### config.mk
export PLATFORM = sky130hd
export DESIGN_NAME = alu_datapath
export DESIGN_NICKNAME = d
export VERILOG_FILES = /design/src/rtl/alu_pkg.sv /design/src/rtl/alu_adder.sv /design/src/rtl/alu_datapath.sv
export SDC_FILE = /design/constraint.sdc
export NUM_CORES = 1
export LEC_CHECK = 0
export CAP_MARGIN = 20
export CORE_MARGIN = 2
export CORE_UTILIZATION = 25
export DETAILED_ROUTE_END_ITERATION = 8
export PLACE_DENSITY = 0.44
export SLEW_MARGIN = 20
export SYNTH_ARGS = -nofsm -noshare
export SYNTH_HDL_FRONTEND = slang
export SYNTH_SLANG_ARGS = --single-unit
### constraint.sdc
create_clock -name clk -period 3.2 [get_ports clk]
set_input_delay 0.32 -clock clk [delete_from_list [all_inputs] [get_ports clk]]
set_output_delay 0.32 -clock clk [all_outputs]
set_load 0.01 [all_outputs]
### src/rtl/alu_pkg.sv
// Shared constants for the shift/add multiply-divide datapath.
// Latency: n/a (constants only).
// Backpressure: n/a.
//
// Holds the default operand width and the bit index of every action in the
// 11-bit control word c[10:0].
package alu_pkg;

  localparam int ALU_WIDTH = 8;
  localparam int C_BITS    = 11;

  localparam int C_LOAD_M  = 0;   // M <= sext(inbus), clear A, q_1, cnt
  localparam int C_LOAD_Q  = 1;   // Q <= inbus
  localparam int C_ADD     = 2;   // A <= A + M
  localparam int C_SUB     = 3;   // A <= A - M (wins over C_ADD)
  localparam int C_ASR     = 4;   // arithmetic shift right {A,Q,q_1}
  localparam int C_CNT     = 5;   // cnt <= cnt + 1
  localparam int C_OUT_A   = 6;   // outbus <= A[WIDTH-1:0]
  localparam int C_OUT_Q   = 7;   // outbus <= Q
  localparam int C_SHL     = 8;   // shift left {A,Q}, Q[0] <= 0
  localparam int C_QBIT    = 9;   // Q[0] <= ~sign of post-add/sub A
  localparam int C_CORR    = 10;  // A <= A + M when A is negative

endpackage

### src/rtl/alu_adder.sv
// Two's complement add/subtract of N-bit operands, carry-out discarded.
// Latency: purely combinational, zero cycles.
// Backpressure: none.
//
// Ports:
//   a, b  operands (N bits)
//   sub   1 = a - b, 0 = a + b (also used as carry-in)
//   sum   N-bit result
module alu_adder #(
  parameter int N = 9
) (
  input  logic [N-1:0] a,
  input  logic [N-1:0] b,
  input  logic         sub,
  output logic [N-1:0] sum
);

  logic [N-1:0] b_eff;
  logic [N-1:0] cin;

  // Subtract as a + ~b + 1; the +1 rides in on the carry.
  assign b_eff = b ^ {N{sub}};
  assign cin   = {{(N-1){1'b0}}, sub};
  assign sum   = a + b_eff + cin;

endmodule

### src/rtl/alu_datapath.sv
// Booth multiply / restoring divide datapath driven by a one-hot control word.
// Latency: every action completes at the next rising edge; outbus one cycle.
// Backpressure: none; the control unit sequences every cycle explicitly.
//
// Optional feature: define ALU_DATAPATH_OVF_EN to add a sticky ovf output.
//
// Ports:
//   clk, rst_b      clock, synchronous active-low reset
//   c[10:0]         control word (indices in alu_pkg)
//   inbus           operand input bus
//   q0, q_1, a_8    Q[0], Booth history bit, accumulator sign bit
//   cnt             iteration counter
//   outbus          registered result word, out_valid pulses when updated
//   ovf             (optional) sticky signed-overflow flag
module alu_datapath
  import alu_pkg::*;
#(
  parameter int WIDTH = ALU_WIDTH
) (
  input  logic                     clk,
  input  logic                     rst_b,
  input  logic [C_BITS-1:0]        c,
  input  logic [WIDTH-1:0]         inbus,
  output logic                     q0,
  output logic                     q_1,
  output logic                     a_8,
  output logic [$clog2(WIDTH)-1:0] cnt,
  output logic [WIDTH-1:0]         outbus,
`ifdef ALU_DATAPATH_OVF_EN
  output logic                     ovf,
`endif
  output logic                     out_valid
);

  localparam int CW = $clog2(WIDTH);

  logic [WIDTH:0]   a;
  logic [WIDTH-1:0] q;
  logic [WIDTH:0]   m;
  logic             q1;
  logic [CW-1:0]    cnt_r;

  logic             arith_en;
  logic             arith_sub;
  logic [WIDTH:0]   sum;
  logic [WIDTH:0]   a_arith;
  logic [WIDTH:0]   a_nxt;
  logic [WIDTH-1:0] q_nxt;
  logic             q1_nxt;

  // Subtract wins when both add and subtract are requested. The restoring
  // correction is an add, and only acts when no explicit add/sub is present.
  assign arith_sub = c[C_SUB];
  assign arith_en  = c[C_ADD] | c[C_SUB] | (c[C_CORR] & a[WIDTH]);

  alu_adder #(.N(WIDTH + 1)) u_adder (
    .a   (a),
    .b   (m),
    .sub (arith_sub),
    .sum (sum)
  );

  // Ordering inside one cycle: add/sub, then shift on the sum, then the
  // quotient bit. Conflicting shift requests cancel each other.
  always_comb begin
    a_arith = arith_en ? sum : a;
    a_nxt   = a_arith;
    q_nxt   = q;
    q1_nxt  = q1;
    if (c[C_ASR] && !c[C_SHL]) begin
      a_nxt  = {a_arith[WIDTH], a_arith[WIDTH:1]};
      q_nxt  = {a_arith[0], q[WIDTH-1:1]};
      q1_nxt = q[0];
    end else if (c[C_SHL] && !c[C_ASR]) begin
      a_nxt  = {a_arith[WIDTH-1:0], q[WIDTH-1]};
      q_nxt  = {q[WIDTH-2:0], 1'b0};
    end
    if (c[C_QBIT]) begin
      q_nxt[0] = ~a_arith[WIDTH];
    end
  end

`ifdef ALU_DATAPATH_OVF_EN
  logic ovf_r;
  logic ovf_now;
  // Flag both a true WIDTH+1-bit wrap and a result that no longer fits the
  // WIDTH-bit word visible on outbus (sign bit disagrees with A[WIDTH-1]).
  assign ovf_now = arith_en &
                   (((a[WIDTH] ~^ (m[WIDTH] ^ arith_sub)) & (sum[WIDTH] ^ a[WIDTH])) |
                    (sum[WIDTH] ^ sum[WIDTH-1]));
`endif

  always_ff @(posedge clk) begin
    if (!rst_b) begin
      a         <= '0;
      q         <= '0;
      m         <= '0;
      q1        <= 1'b0;
      cnt_r     <= '0;
      outbus    <= '0;
      out_valid <= 1'b0;
`ifdef ALU_DATAPATH_OVF_EN
      ovf_r     <= 1'b0;
`endif
    end else begin
      if (c[C_LOAD_M]) begin
        m     <= {inbus[WIDTH-1], inbus};
        a     <= '0;
        q1    <= 1'b0;
        cnt_r <= '0;
`ifdef ALU_DATAPATH_OVF_EN
        ovf_r <= 1'b0;
`endif
      end else begin
        a  <= a_nxt;
        q1 <= q1_nxt;
        if (c[C_CNT]) begin
          cnt_r <= cnt_r + 1'b1;
        end
`ifdef ALU_DATAPATH_OVF_EN
        if (ovf_now) begin
          ovf_r <= 1'b1;
        end
`endif
      end

      // An explicit Q load beats any shift; load M freezes Q otherwise.
      if (c[C_LOAD_Q]) begin
        q <= inbus;
      end else if (!c[C_LOAD_M]) begin
        q <= q_nxt;
      end

      if (c[C_OUT_A]) begin
        outbus <= a[WIDTH-1:0];
      end else if (c[C_OUT_Q]) begin
        outbus <= q;
      end
      out_valid <= c[C_OUT_A] | c[C_OUT_Q];
    end
  end

  assign q0  = q[0];
  assign q_1 = q1;
  assign a_8 = a[WIDTH];
  assign cnt = cnt_r;
`ifdef ALU_DATAPATH_OVF_EN
  assign ovf = ovf_r;
`endif

endmodule

==> results.sh, run 1 <==
export IMPL_synth_seq_cells=38
export IMPL_switching_power_w=0.000434
export IMPL_die_area_um2=10200
export IMPL_r2r_start="m[1]"
export IMPL_cp_max_fo=6
export IMPL_swShare_pct=30.2
export IMPL_slew_limit_headroom_pct=48.2
export IMPL_place_gp_congestion=0.848
export IMPL_cts_buffers=5
export IMPL_hold_path_class="reg2reg"
export IMPL_drt_iter0_drc=59
export IMPL_rr_worst_depth=9
export IMPL_grt_pass1_vias=1939
export IMPL_cts_tree="done"
export IMPL_wl_mm=6.54
export IMPL_r2r_end="a[7]"
export IMPL_clk_pin_slew_ns=0.09
export IMPL_syn_area_per_cell_um2=8.62
export IMPL_die_y_um=101
export IMPL_drc=0
export IMPL_grt_pass1_wl_mm=10.2
export IMPL_clock_path_buffers=2
export IMPL_start_kind="primary input"
export IMPL_path_class="in2reg"
export IMPL_grt_overflow=0
export IMPL_core_um2=9150
export IMPL_reg2reg_slack_ns=0.91
export IMPL_cpPeakStageDelay_ns=0.55
export IMPL_fin_tns_setup_ns=0
export IMPL_hpwlAfterDp_mm=5.05
export IMPL_holdWs_ns=0.508
export IMPL_cp_arrival_ns=2.89
export IMPL_p_comb_share_pct=26.6
export IMPL_clk_insertion_delay_late_ns=0.31
export IMPL_synth_edff_count=0
export IMPL_vias=2037
export IMPL_final_core_util_pct=32.4
export IMPL_ant_nets=0
export IMPL_cts_sinks=38
export IMPL_hold_viol_final=0
export IMPL_tightest_slew_ns=0.774
export IMPL_fin_nets=340
export IMPL_final_cell_mix="38 x dfxtp_1, 35 x clkdlybuf4s50_1, 28 x mux2i_1, 25 x nor2_1, 23 x nand2_1"
export IMPL_period_needed_ns=2.64
export IMPL_worstHoldStart="q_1"
export IMPL_final_common_cell="dfxtp_1"
export IMPL_p_int_w=0.00100
export IMPL_synth_cell_area_um2=2340
export IMPL_root_buffer="clkbuf_8"
export IMPL_initial_utilization_pct=25.6
export IMPL_crit_path_top_delay_cell="clkdlybuf4s50_1"
export IMPL_p_per_area_nw_per_um2=485
export IMPL_ctsHoldBuffers=0
export IMPL_htreeDepth=2
export IMPL_cp_data_required_time_ns=3.44
export IMPL_synth_nets=304
export IMPL_status="finished, final reports clean"
export IMPL_max_freq_mhz=379
export IMPL_setup_viol=0
export IMPL_wire_per_inst_um=15.6
export IMPL_postSynthCellCount=272
export IMPL_cts_setup_buffers=0
export IMPL_cp_cell_sequence="clkdlybuf4s50_1 -> buf_4 -> xor2_1 -> ha_1 -> a211oi_1 -> o21bai_1 -> a31oi_1 -> or3b_4 -> a2bb2oi_2 -> o211ai_2"
export IMPL_rsz0062_at_grt="false"
export IMPL_die_w_um=101
export IMPL_period_share_pct=82.5
export IMPL_grt_max_degree=19
export IMPL_drv_slew=0
export IMPL_placementRows=35
export IMPL_drive_above_1_share_pct=8.09
export IMPL_portBuffers=35
export IMPL_crit_path_end_kind="register"
export IMPL_seq_power_share_pct=37.8
export IMPL_viasPerCell=4.85
export IMPL_n_antenna_cell=0
export IMPL_cts_repair_resize_count=0
export IMPL_synth_seq_area_share_pct=32.4
export IMPL_p_total_w=0.00144
export IMPL_synth_cell_types=46
export IMPL_leakagePower_nw=1.18
export IMPL_hold_depth=2
export IMPL_ir_worst_vdd_mv=0.258
export IMPL_clock_skew_ns=0.0123
export IMPL_maxCapViolations=0
export IMPL_clkPwrFrac_pct=35.6
export IMPL_firstDrtPassIters=4
export IMPL_synth_ff_type="dfxtp_1"
export IMPL_io_pins=36
export IMPL_ys_async_sr_fraction_pct=0
export IMPL_syn2layout_area_growth_pct=26.5
export IMPL_yosysWarnings=0
export IMPL_hold_path_end="q_1"
export IMPL_antenna_found_initial=0
export IMPL_track_usage_pct=13.2
[metrics by stage]
step / setup WS, ns / area, um2 / instances
finish: 0.559 / 2970 / 420
detailed placement: 0.249 / 2830 / 412
global route: 0.401 / 2970 / 420
global placement: 0.327 / 2830 / 412
floorplan: 1.02 / 2340 / 272
CTS: 0.559 / 2970 / 420
[worst max-delay path, delay by kind of cell]
family	cells	cell delay [ns]
XOR/XNOR	1	0.21
buffers and inverters	2	0.75
AO/OA/AOI/OAI	5	0.83
adder cells (fa/ha/maj)	1	0.34
AND/OR/NAND/NOR	1	0.42
[metal layers]
metal  vias up  share of wire [%]  global-route usage [%]
li1       1036                  -                       -
met1       969                 49                    17.7
met2        25                 47                    21.7
met3         7                2.4                    2.36
met4         0                1.2                    3.48
met5         -                  0                       0
[state kept, by name, summed over array words and instances (netlist names)]
name,cells
q_1,1
out_valid,1
m,8
cnt,3
outbus,8
a,9
q,8
[power by group through the flow]
stage	combinational (W)	clock, W	sequential (W)
6_report	0.000383	0.000512	0.000543
5_1_grt	0.000427	0.000542	0.000548
4_1_cts	0.000385	0.000522	0.000544
3_5_place_dp	0.000383	0	0.000555
3_3_place_gp	0.000384	0	0.000555
2_1_floorplan	0.000261	0	0.000544
[Yosys cell counts (2+ instances only)]
cell | n | area (um2)
xor2_1 | 11 | 96.3
o21ai_0 | 15 | 75.1
nor2_1 | 25 | 93.8
buf_2 | 5 | 25.0
clkbuf_1 | 8 | 30.0
nand2b_1 | 3 | 18.8
nor2b_1 | 16 | 100
nand3_1 | 3 | 15.0
o211a_1 | 2 | 20.0
mux2i_1 | 28 | 280
inv_1 | 7 | 26.3
ha_1 | 10 | 125
nand2_1 | 23 | 86.3
o21a_1 | 3 | 22.5
o221ai_1 | 4 | 35.0
dfxtp_1 | 38 | 761
a31oi_1 | 2 | 12.5
xnor2_1 | 4 | 35.0
o22ai_1 | 3 | 18.8
a211oi_1 | 8 | 60.1
and2_1 | 11 | 68.8
a211o_1 | 2 | 17.5
a21oi_1 | 17 | 85.1
o21bai_1 | 2 | 15.0
[worst max path at each step]
stage	start	endpoint	slack [ns]	depth (start not counted)
after floorplan	c[3]	a[7]	1.02	10
after global placement	c[3]	a[7]	0.33	10
after detailed placement	c[3]	a[7]	0.25	10
after CTS	c[3]	a[7]	0.56	10
after global routing	c[3]	a[7]	0.40	10
final	c[3]	a[7]	0.56	10
[final cells by class]
cell class	instances	area, um2
Fill cell	959	6190
Multi-Input combinational cell	213	1490
Sequential cell	38	761
Timing Repair Buffer	43	410
Tap cell	111	139
Clock buffer	5	68.8
Clock inverter	3	68.8
Inverter	7	26.3
[logic make-up (layout without fill, tap and decap cells)]
kind of cell	after synthesis	count (layout)	share of synthesized area [%]
adders and majority gates	11	11	6.19
buffers and inverters	21	58	3.95
DFF	38	38	32.4
and+or+nand+nor	88	88	18.7
muxes	30	30	13.0
xor gates and xnor gates	15	15	5.60
AOI/OAI and AO/OA	69	69	20.1
(Power assumes the default switching activity.)
==> run 2, diff against run 1 <==
==> constraint.sdc (replaced) <==
create_clock -name clk -period 2.5 [get_ports clk]
set_input_delay 0.25 -clock clk [delete_from_list [all_inputs] [get_ports clk]]
set_output_delay 0.25 -clock clk [all_outputs]
set_load 0.01 [all_outputs]
==> results.sh, run 2 (synthesis results as in run 1) <==
export IMPL_track_usage_pct=13.8
export IMPL_htreeDepth=2
export IMPL_wire_per_inst_um=15.1
export IMPL_tightest_slew_ns=0.532
export IMPL_crit_family="compound AO/OA/AOI/OAI gates"
export IMPL_drc=0
export IMPL_n_antenna_cell=0
export IMPL_hpwlAfterDp_mm=5.24
export IMPL_maxCapViolations=0
export IMPL_path_class="in2reg"
export IMPL_cts_tree="done"
export IMPL_largest_reg_flops=9
export IMPL_hold_viol_final=0
export IMPL_final_cell_mix="38 x dfxtp_1, 34 x clkdlybuf4s50_1, 28 x mux2i_1, 26 x buf_4, 25 x nor2_1"
export IMPL_crit_path_top_delay_cell="or3_1"
export IMPL_p_total_w=0.00172
export IMPL_io_pins=36
export IMPL_grt_pass1_vias=1993
export IMPL_grt_overflow=0
export IMPL_syn2layout_area_growth_pct=31.5
export IMPL_wl_mm=6.63
export IMPL_ir_worst_vdd_mv=0.271
export IMPL_vias=2095
export IMPL_clock_skew_ns=0.00462
export IMPL_die_w_um=101
export IMPL_cts_setup_buffers=0
export IMPL_ant_nets=0
export IMPL_cts_sinks=38
export IMPL_antenna_found_initial=0
export IMPL_period_share_pct=89.9
export IMPL_ctsHoldBuffers=0
export IMPL_root_buffer="clkbuf_8"
export IMPL_rsz0062_at_grt="false"
export IMPL_die_y_um=101
export IMPL_fin_nets=359
export IMPL_cp_cell_sequence="dlygate4sd2_1 -> buf_4 -> xor2_1 -> ha_1 -> a21oi_1 -> o211a_1 -> o21a_1 -> nor2_1 -> or3_1 -> o211ai_2"
export IMPL_die_area_um2=10200
export IMPL_status="finished, final reports clean"
export IMPL_setup_viol=0
export IMPL_design_area_um2=3080
export IMPL_drv_slew=0
export IMPL_cts_repair_resize_count=1
export IMPL_core_um2=9150
export IMPL_start_kind="primary input"
export IMPL_initial_utilization_pct=25.6
export IMPL_place_gp_congestion=0.782
export IMPL_layout_cells_non_filler=439
export IMPL_cts_buffers=5
export IMPL_grt_pass1_wl_mm=10.6
export IMPL_cp_num_buf_inv=2
export IMPL_slew_limit_headroom_pct=64.4
export IMPL_firstDrtPassIters=4
export IMPL_p_per_area_nw_per_um2=557
export IMPL_max_freq_mhz=445
export IMPL_portBuffers=35
export IMPL_final_common_cell="dfxtp_1"
export IMPL_place_area_um2=2980
export IMPL_drt_iter0_drc=57
export IMPL_clk_pin_slew_ns=0.08
export IMPL_placementRows=35
export IMPL_cp_max_fo=6
export IMPL_viasPerCell=4.77
export IMPL_grt_max_degree=21
export IMPL_hold_path_class="reg2reg"
export IMPL_period_needed_ns=2.25
export IMPL_leakagePower_nw=1.26
export IMPL_cpPeakStageDelay_ns=0.38
export IMPL_crit_path_end_kind="register"
export IMPL_top_register="a"
export IMPL_cp_arrival_ns=2.48
export IMPL_drive_above_1_share_pct=13.7
export IMPL_dpl_cell_count=431
export IMPL_clk_insertion_delay_late_ns=0.29
export IMPL_clock_path_buffers=2
export IMPL_cp_data_required_time_ns=2.73
run 2: cell count changes in the layout (fill, tap and decap cells not counted), sizes merged:
cell / previous run / this run
clkinvlp: 0 / 1
bufinv: 2 / 0
clkbuf: 5 / 6
clkdlybuf4s50: 35 / 34
buf: 8 / 27
dlygate4sd2: 0 / 1
run 2: area by class of cell:
class,count,area [um2]
Clock buffer,6,82.6
Clock inverter,2,12.5
Fill cell,980,6070
Inverter,7,26.3
Multi-Input combinational cell,213,1500
Sequential cell,38,761
Tap cell,111,139
Timing Repair Buffer,62,564
run 2: report_power, final:
part	leakage [nW]	internal [W]	switching [W]	total, W
Combinational	0.902	0.000294	0.000268	0.000562
Clock	0.0472	0.000222	0.000238	0.000460
Sequential	0.312	0.000648	0.0000477	0.000695
run 2: final timing paths:
check	startpoint	end	slack, ns	cells after the start
worst max-delay path	c[3]	a[7]	0.25	10
worst min-delay path	q_1	q_1	0.50	2
worst max register to register	m[1]	q[0]	0.25	10
worst min register to register	q_1	q_1	0.50	2
run 2: metal layers:
metal | GRT usage, % | routed length, um | vias up | part of all wire [%]
met5 | 0 | 0 | - | 0
met3 | 2.91 | 175 | 9 | 2.6
met4 | 4.74 | 113 | 0 | 1.7
met2 | 22.5 | 3130 | 28 | 47
met1 | 18.1 | 3220 | 980 | 48
li1 | - | - | 1078 | -
run 2: tightest hold or removal path, stage by stage, from the launching register on:
cell and delay (ns):
dfxtp_1 0.33, mux2i_1 0.07, nor2_1 0.07
run 2: through the flow:
step	worst slack, ns	util [%]	hold slack (ns)	setup TNS, ns
floorplan	0.388	-	0.378	0
global placement	-0.297	32.6	0.490	-1.62
detailed placement	-0.329	32.6	0.490	-1.72
CTS	0.226	33.6	0.509	0
global route	0.00326	33.7	0.560	0
finish	0.252	33.7	0.502	0
